$ cat src/rtl/l2_cache_pkg.sv
// Shared L2 cache types: address field widths, line type, set count and FSM states.
// Geometry is fixed: 2 ways x 8 sets x 16-byte lines.
package lc3b_types;

    typedef logic [15:0]  lc3b_word;
    typedef logic [127:0] lc3b_l1_line;
    typedef logic [8:0]   lc3b_l2_tag;
    typedef logic [2:0]   lc3b_l2_index;

    localparam int unsigned L2_NUM_SETS = 8;
    localparam int unsigned L2_NUM_WAYS = 2;

    typedef enum logic [1:0] {
        IDLE,
        LOOKUP,
        WRITEBACK,
        FILL
    } l2_state_e;

    function automatic lc3b_word l2_line_addr(lc3b_l2_tag tag, lc3b_l2_index idx);
        return {tag, idx, 4'b0000};
    endfunction

endpackage

$ cat src/rtl/l2_cache_if.sv
// Bus bundles for the L2 cache: arbiter-facing request port and memory-facing port.
// "master" is the side that issues requests on each bus.
interface l2_arb_if;
    import lc3b_types::*;

    lc3b_word    l2cache_address;
    lc3b_l1_line l2cache_wdata;
    lc3b_l1_line l2cache_rdata;
    logic        l2_read;
    logic        l2_write;
    logic        l2_resp;

    modport master (
        output l2cache_address, l2cache_wdata, l2_read, l2_write,
        input  l2cache_rdata, l2_resp
    );

    modport slave (
        input  l2cache_address, l2cache_wdata, l2_read, l2_write,
        output l2cache_rdata, l2_resp
    );
endinterface

interface l2_pmem_if;
    import lc3b_types::*;

    lc3b_word    pmem_address;
    lc3b_l1_line pmem_wdata;
    lc3b_l1_line pmem_rdata;
    logic        pmem_read;
    logic        pmem_write;
    logic        pmem_resp;

    modport master (
        output pmem_address, pmem_wdata, pmem_read, pmem_write,
        input  pmem_rdata, pmem_resp
    );

    modport slave (
        input  pmem_address, pmem_wdata, pmem_read, pmem_write,
        output pmem_rdata, pmem_resp
    );
endinterface

$ cat src/rtl/l2_cache_way.sv
// One cache way: per-set data/tag storage with combinational read and clocked write.
// Only valid/dirty are cleared by reset; data and tags keep their contents.
module l2_way
    import lc3b_types::*;
(
    input  logic         clk,
    input  logic         reset,
    input  lc3b_l2_index idx_i,
    input  logic         load_i,
    input  lc3b_l2_tag   tag_i,
    input  lc3b_l1_line  data_i,
    input  logic         dirty_i,
    output lc3b_l2_tag   tag_o,
    output lc3b_l1_line  data_o,
    output logic         valid_o,
    output logic         dirty_o
);

    lc3b_l1_line                data_q [L2_NUM_SETS];
    lc3b_l2_tag                 tag_q  [L2_NUM_SETS];
    logic [L2_NUM_SETS-1:0]     valid_q;
    logic [L2_NUM_SETS-1:0]     dirty_q;

    always_ff @(posedge clk or posedge reset) begin
        if (reset) begin
            valid_q <= '0;
            dirty_q <= '0;
        end else if (load_i) begin
            valid_q[idx_i] <= 1'b1;
            dirty_q[idx_i] <= dirty_i;
        end
    end

    always_ff @(posedge clk) begin
        if (load_i) begin
            data_q[idx_i] <= data_i;
            tag_q[idx_i]  <= tag_i;
        end
    end

    assign tag_o   = tag_q[idx_i];
    assign data_o  = data_q[idx_i];
    assign valid_o = valid_q[idx_i];
    assign dirty_o = dirty_q[idx_i];

endmodule

$ cat src/rtl/l2_cache.sv
// 2-way set-associative write-back, write-allocate L2 cache with per-set LRU.
// Misses evict (writing back if dirty), fill, then re-enter LOOKUP to complete as a hit.
module l2_cache
    import lc3b_types::*;
(
    input  logic      clk,
    input  logic      reset,
    l2_arb_if.slave   arb,
    l2_pmem_if.master mem
);

    l2_state_e              state_q, state_d;
    lc3b_l2_tag             tag_q;
    lc3b_l2_index           idx_q;
    lc3b_l1_line            wdata_q;
    logic                   write_q;
    logic                   victim_q;
    logic [L2_NUM_SETS-1:0] lru_q;      // per set: index of the least recently used way

    lc3b_l2_tag  way_tag   [L2_NUM_WAYS];
    lc3b_l1_line way_data  [L2_NUM_WAYS];
    logic [1:0]  way_valid;
    logic [1:0]  way_dirty;
    logic [1:0]  way_hit;
    logic [1:0]  way_load;
    lc3b_l1_line line_in;
    logic        dirty_in;
    logic        hit;
    logic        hit_way;
    logic        victim;

    l2_way u_way0 (
        .clk     (clk),
        .reset   (reset),
        .idx_i   (idx_q),
        .load_i  (way_load[0]),
        .tag_i   (tag_q),
        .data_i  (line_in),
        .dirty_i (dirty_in),
        .tag_o   (way_tag[0]),
        .data_o  (way_data[0]),
        .valid_o (way_valid[0]),
        .dirty_o (way_dirty[0])
    );

    l2_way u_way1 (
        .clk     (clk),
        .reset   (reset),
        .idx_i   (idx_q),
        .load_i  (way_load[1]),
        .tag_i   (tag_q),
        .data_i  (line_in),
        .dirty_i (dirty_in),
        .tag_o   (way_tag[1]),
        .data_o  (way_data[1]),
        .valid_o (way_valid[1]),
        .dirty_o (way_dirty[1])
    );

    assign way_hit[0] = way_valid[0] && (way_tag[0] == tag_q);
    assign way_hit[1] = way_valid[1] && (way_tag[1] == tag_q);
    assign hit        = |way_hit;
    assign hit_way    = way_hit[1];

    always_comb begin
        if (!way_valid[0])      victim = 1'b0;
        else if (!way_valid[1]) victim = 1'b1;
        else                    victim = lru_q[idx_q];
    end

    always_ff @(posedge clk or posedge reset) begin
        if (reset) state_q <= IDLE;
        else       state_q <= state_d;
    end

    always_comb begin
        state_d = state_q;
        unique case (state_q)
            IDLE:      if (arb.l2_read || arb.l2_write) state_d = LOOKUP;
            LOOKUP: begin
                if (hit)                                         state_d = IDLE;
                else if (way_valid[victim] && way_dirty[victim]) state_d = WRITEBACK;
                else                                             state_d = FILL;
            end
            WRITEBACK: if (mem.pmem_resp) state_d = FILL;
            FILL:      if (mem.pmem_resp) state_d = LOOKUP;
            default:   state_d = IDLE;
        endcase
    end

    always_comb begin
        arb.l2_resp      = 1'b0;
        mem.pmem_read    = 1'b0;
        mem.pmem_write   = 1'b0;
        mem.pmem_address = l2_line_addr(tag_q, idx_q);
        way_load         = '0;
        line_in          = wdata_q;
        dirty_in         = 1'b1;
        unique case (state_q)
            LOOKUP: begin
                if (hit) begin
                    arb.l2_resp = 1'b1;
                    if (write_q) way_load[hit_way] = 1'b1;
                end
            end
            WRITEBACK: begin
                mem.pmem_write   = 1'b1;
                mem.pmem_address = l2_line_addr(way_tag[victim_q], idx_q);
            end
            FILL: begin
                mem.pmem_read = 1'b1;
                if (mem.pmem_resp) begin
                    way_load[victim_q] = 1'b1;
                    line_in            = mem.pmem_rdata;
                    dirty_in           = 1'b0;
                end
            end
            default: ;
        endcase
    end

    assign mem.pmem_wdata    = way_data[victim_q];
    assign arb.l2cache_rdata = way_data[hit_way];

    // A simultaneous read+write request is latched as a write.
    always_ff @(posedge clk or posedge reset) begin
        if (reset) begin
            tag_q    <= '0;
            idx_q    <= '0;
            wdata_q  <= '0;
            write_q  <= 1'b0;
            victim_q <= 1'b0;
            lru_q    <= '0;
        end else begin
            if (state_q == IDLE && (arb.l2_read || arb.l2_write)) begin
                tag_q   <= arb.l2cache_address[15:7];
                idx_q   <= arb.l2cache_address[6:4];
                wdata_q <= arb.l2cache_wdata;
                write_q <= arb.l2_write;
            end
            if (state_q == LOOKUP) begin
                if (hit) lru_q[idx_q] <= ~hit_way;
                else     victim_q     <= victim;
            end
        end
    end

endmodule
$ cat src/flat_wrapper.sv
// flat-port wrapper written by rule: the top's interface ports become plain ports
module l2_cache_flat import lc3b_types::*;
  (clk, reset, arb_l2cache_address, arb_l2cache_wdata, arb_l2_read, arb_l2_write, arb_l2cache_rdata, arb_l2_resp, mem_pmem_address, mem_pmem_wdata, mem_pmem_read, mem_pmem_write, mem_pmem_rdata, mem_pmem_resp);
  l2_arb_if arb_i ();
  l2_pmem_if mem_i ();
  input  logic clk;
  input  logic reset;
  input wire logic [$bits(arb_i.l2cache_address)-1:0] arb_l2cache_address;
  input wire logic [$bits(arb_i.l2cache_wdata)-1:0] arb_l2cache_wdata;
  input wire logic [$bits(arb_i.l2_read)-1:0] arb_l2_read;
  input wire logic [$bits(arb_i.l2_write)-1:0] arb_l2_write;
  output wire logic [$bits(arb_i.l2cache_rdata)-1:0] arb_l2cache_rdata;
  output wire logic [$bits(arb_i.l2_resp)-1:0] arb_l2_resp;
  output wire logic [$bits(mem_i.pmem_address)-1:0] mem_pmem_address;
  output wire logic [$bits(mem_i.pmem_wdata)-1:0] mem_pmem_wdata;
  output wire logic [$bits(mem_i.pmem_read)-1:0] mem_pmem_read;
  output wire logic [$bits(mem_i.pmem_write)-1:0] mem_pmem_write;
  input wire logic [$bits(mem_i.pmem_rdata)-1:0] mem_pmem_rdata;
  input wire logic [$bits(mem_i.pmem_resp)-1:0] mem_pmem_resp;
  assign arb_i.l2cache_address = arb_l2cache_address;
  assign arb_i.l2cache_wdata = arb_l2cache_wdata;
  assign arb_i.l2_read = arb_l2_read;
  assign arb_i.l2_write = arb_l2_write;
  assign arb_l2cache_rdata = arb_i.l2cache_rdata;
  assign arb_l2_resp = arb_i.l2_resp;
  assign mem_pmem_address = mem_i.pmem_address;
  assign mem_pmem_wdata = mem_i.pmem_wdata;
  assign mem_pmem_read = mem_i.pmem_read;
  assign mem_pmem_write = mem_i.pmem_write;
  assign mem_i.pmem_rdata = mem_pmem_rdata;
  assign mem_i.pmem_resp = mem_pmem_resp;
  l2_cache u_core (.clk(clk), .reset(reset), .arb(arb_i), .mem(mem_i));
endmodule
$ cat config.mk
export PLATFORM = sky130hd
export DESIGN_NAME = l2_cache_flat
export DESIGN_NICKNAME = d
export VERILOG_FILES = /design/src/rtl/l2_cache_pkg.sv /design/src/rtl/l2_cache_if.sv /design/src/rtl/l2_cache_way.sv /design/src/rtl/l2_cache.sv /design/src/flat_wrapper.sv
export SDC_FILE = /design/constraint.sdc
export NUM_CORES = 2
export LEC_CHECK = 0
export CAP_MARGIN = 20
export CORE_UTILIZATION = 45
export DETAILED_ROUTE_END_ITERATION = 8
export MAX_ROUTING_LAYER = met4
export SLEW_MARGIN = 20
export SYNTH_ARGS = -nofsm -noshare
export SYNTH_HDL_FRONTEND = slang
export SYNTH_SLANG_ARGS = --single-unit
export TNS_END_PERCENT = 100
$ cat constraint.sdc
create_clock -name clk -period 26.7 [get_ports clk]
set_clock_uncertainty 0.2 [all_clocks]
set_input_delay 8.01 -clock clk [delete_from_list [all_inputs] [get_ports clk]]
set_output_delay 8.01 -clock clk [all_outputs]
set_load 0.02 [all_outputs]
==> summary.md <==
| Metric | Value |
|---|---|
| Hold_sp | u_core.u_way0.valid_q[0]$_DFFE_PP0P_ |
| End-of-flow core utilization | 0.5348 |
| Core box area | 197800 um^2 |
| Skew-Pair Late Insertion Delay | 0.88 ns |
| Worst stage delay on the critical path | 0.72 ns |
| Post-layout power | 13.44 mW |
| PwrDens | 127.0 nW/um^2 |
| I/O pins | 552 |
| Max-cap violations | 0 |
| DRT antenna net count | 0 |
| Slew Viols, Final | 0 |
| Layout cells sized above 1 | 0.1076 |
| Final period util | 0.6008 |
| YS warnings | 0 |
| Final HPWL DP | 132.9 mm |
| Reg2reg end | u_core.u_way0.data_q[2][46]$_DFFE_PP_ |
| Root Buffer | clkbuf_16 |
| Post-DR vias/cell | 5.985 |
| Die area | 201600 um^2 |
| Largest net degree at the start of global routing | 130 |
| Hold_ws | 0.2617 ns |
| CTS clk-pin slew, worst paths | 0.06 ns |
| Routed vias | 52820 |
| Die extent in y | 449.0 um |
| Fillers | 15913 |
| Buf+Inv Stages, Crit Path | 8 |
| RR Startpoint | u_core.idx_q[0]$_DFFE_PP0P_ |
| Simple-gate share of the synthesized area | 0.05070 |
| Max Fclk | 62.34 MHz |
| Setup CP Type | flip-flop to primary output |
| Hold Vio Cnt, Final | 0 |
| Sum Neg Setup Slack | 0 ns |
| Setup violators final | 0 |
| Gp weighted congestion | 0.7845 |
| Crit path max-delay family | buffers and inverters |
| Reg area | 70440 um^2 |
| First-pass GRT wire length | 364.5 mm |
| Initial antenna violation count | 3 |
| Port Buffers | 543 |
| Post-cts sizing count | 0 |
| Die X | 449.0 um |
| CP Cell Sequence | buf_4, buf_4, inv_1, buf_4, a221oi_2, o22ai_1, xor2_1, or4_4, nor3b_4, buf_4, buf_4, buf_4, nor2_1, a21oi_1, clkdlybuf4s50_1 |
| Total GRT Usage | 0.2553 |
| Worst-Margin Slew | 1.216 ns |
| Syn avg cell area | 16.46 um^2 |
| Register area share after synthesis | 0.7833 |
| Outcome | complete, no violations |
| Synth Area in Compound Gates | 0.1116 |
| Mapped Cells | 5463 |
| Worst setup EP type | primary output |
| VDD IR-drop max | 95.27 uV |
| Multi-input gate area | 18060 um^2 |
| Gr ovfl total | 0 |
| Post-synth ARST share | 0.07744 |
| Crit path launch type | flip-flop |
| Starting Density | 0.4545 |
| Setup Buffers After CTS | 0 |
| CP max-delay cell | buf_4 |
| Worst Hold End | u_core.u_way0.valid_q[0]$_DFFE_PP0P_ |
| Final wirelength | 256.4 mm |
| Synthesis-stage register bit count | 2376 |
| Num rows | 163 |
| DRC viols | 0 |
| Post-synth EDFFs | 2192 |
| Primary FF master, synth | edfxtp_1 |
| Placed cell count | 8388 |
| Worst slew margin | 0.1858 |
| RSZ-0062 raised after global routing | false |
| Clock buffer depth | 3 |
| Area Growth Syn to Fin | 17.67% |
| Vias in the first global route | 52144 |
| Hold Crit Depth | 1 |
| Nets | 6262 |
| Fin cells | 8826 |
| Post-synthesis mux area share | 0.03439 |
| WP data required | 18.49 ns |
| Top cell by count, worst path | buf_4 |
| Adder-cell share of the synthesized area | 0.0005567 |
| Sinks on Clock Net | 2376 |
| Post-synthesis cell area | 89910 um^2 |
| Synth Area in XOR/XNOR | 0.001364 |
| H-Tree Depth | 4 |
| Pleak | 34.59 nW |
| TritonCTS clock tree | built |
| Distinct cells, synth | 65 |
| CTS Buf Count | 231 |
| Wire per inst | 29.05 um |
| Min Clock Period, post-route | 16.04 ns |
| Hold crit path type | flip-flop to flip-flop |
| R2R Setup Slk | 18.17 ns |
| Reg2Reg Depth | 15 |
| Critical Path Fanout Max | 82 |
| Iter 0 DRT Violations | 6111 |
| Critical path data arrival time | 7.83 ns |
| Hold_buf cts | 0 |
| Largest family of logic cells by synthesized area | compound AO/OA/AOI/OAI gates |
| DR pass1 iterations | 5 |
per-stage QoR:
step | cell area (um^2) | setup slack (ns)
2_1_floorplan | 89920 | 11.60
3_3_place_gp | 98240 | 11.57
3_5_place_dp | 98270 | 11.54
4_1_cts | 105800 | 10.59
5_1_grt | 105800 | 10.29
6_report | 105800 | 10.66
kinds of logic after synthesis:
family,Yosys count
compound gates,1409
xor+xnor,14
fa+ha+maj,4
buf+inv,386
flops,2376
mux,270
other cells,1
simple gates,1003
final cells by class:
| type | instances | area share |
|---|---|---|
| antenna | 3 | 0.00007096 |
| sequential | 2376 | 0.6658 |
| multi-input combinational | 2704 | 0.1708 |
| timing repair buffer | 650 | 0.06034 |
| clock buffer | 297 | 0.05845 |
| clock inverter | 138 | 0.01263 |
| inverter | 18 | 0.0007096 |
| tap | 2640 | 0.03122 |
worst max path at each step:
| stage | from | end | cells past startpoint |
|---|---|---|---|
| 2_1_floorplan | mem_pmem_resp | u_core.u_way1.data_q[0][0]$_DFFE_PP_ | 4 |
| 3_3_place_gp | u_core.idx_q[0]$_DFFE_PP0P_ | arb_l2cache_rdata[60] | 15 |
| 3_5_place_dp | u_core.idx_q[0]$_DFFE_PP0P_ | arb_l2cache_rdata[60] | 15 |
| 4_1_cts | u_core.idx_q[0]$_DFFE_PP0P_ | arb_l2cache_rdata[60] | 15 |
| 5_1_grt | u_core.idx_q[0]$_DFFE_PP0P_ | arb_l2cache_rdata[60] | 15 |
| 6_report | u_core.idx_q[0]$_DFFE_PP0P_ | arb_l2cache_rdata[53] | 15 |
layer usage:
layer	track usage	part of all wire	wire, um
met5	-	0	0
met4	0.06853	0.024	6123
met3	0.03947	0.069	17740
met2	0.4114	0.49	125100
met1	0.3389	0.42	107400
synthesized netlist by cell type (20+ instances only):
| library cell | count | area (um^2) |
|---|---|---|
| edfxtp_1 | 2192 | 65820 |
| a22oi_1 | 762 | 5720 |
| nand2_1 | 429 | 1610 |
| a21oi_1 | 314 | 1572 |
| nor2_1 | 294 | 1104 |
| clkbuf_1 | 293 | 1100 |
| dfrtp_1 | 184 | 4604 |
| mux2_2 | 166 | 1869 |
| a221oi_1 | 118 | 1033 |
| nand4_1 | 118 | 738.2 |
| a22o_1 | 103 | 902.1 |
| and3_1 | 97 | 606.8 |
| mux2i_1 | 88 | 880.8 |
| o21ai_0 | 33 | 165.2 |
| buf_2 | 27 | 135.1 |
| buf_1 | 24 | 90.09 |
| and4_1 | 20 | 175.2 |
layout by cell type (no fill, tap or decap), types with 11 or more instances in the layout:
cell type / n
bufinv_16: 21
clkbuf_1: 55
clkinv_2: 33
buf_4: 96
clkdlybuf4s50_1: 543
nand2_1: 428
mux2i_1: 88
clkinv_1: 56
inv_6: 11
clkbuf_16: 235
dfrtp_1: 180
nor2_1: 276
and4_1: 20
clkinvlp_4: 12
a22o_1: 103
o21ai_0: 33
mux2_2: 166
a21oi_1: 314
a221oi_1: 118
mux4_2: 14
a22oi_1: 762
a31oi_1: 18
edfxtp_1: 2192
and3_1: 97
inv_1: 15
o22ai_1: 15
nor2_4: 20
o21bai_1: 12
nand4_1: 118
power breakdown:
part / total, mW / switching [mW] / internal (mW)
registers: 5.16 / 0.170 / 4.99
logic: 5.04 / 3.36 / 1.68
clock network: 3.24 / 1.40 / 1.84
registers in the layout, summed over array words and instances (netlist names):
name                   cells
u_core.idx_q               3
u_core.lru_q               8
u_core.state_q             2
u_core.tag_q               9
u_core.u_way0.data_q    1024
u_core.u_way0.dirty_q      8
u_core.u_way0.tag_q       72
u_core.u_way0.valid_q      8
u_core.u_way1.data_q    1024
u_core.u_way1.dirty_q      8
u_core.u_way1.tag_q       72
u_core.u_way1.valid_q      8
u_core.victim_q            1
u_core.wdata_q           128
u_core.write_q             1
No activity file was read; power rests on OpenSTA's default activity.
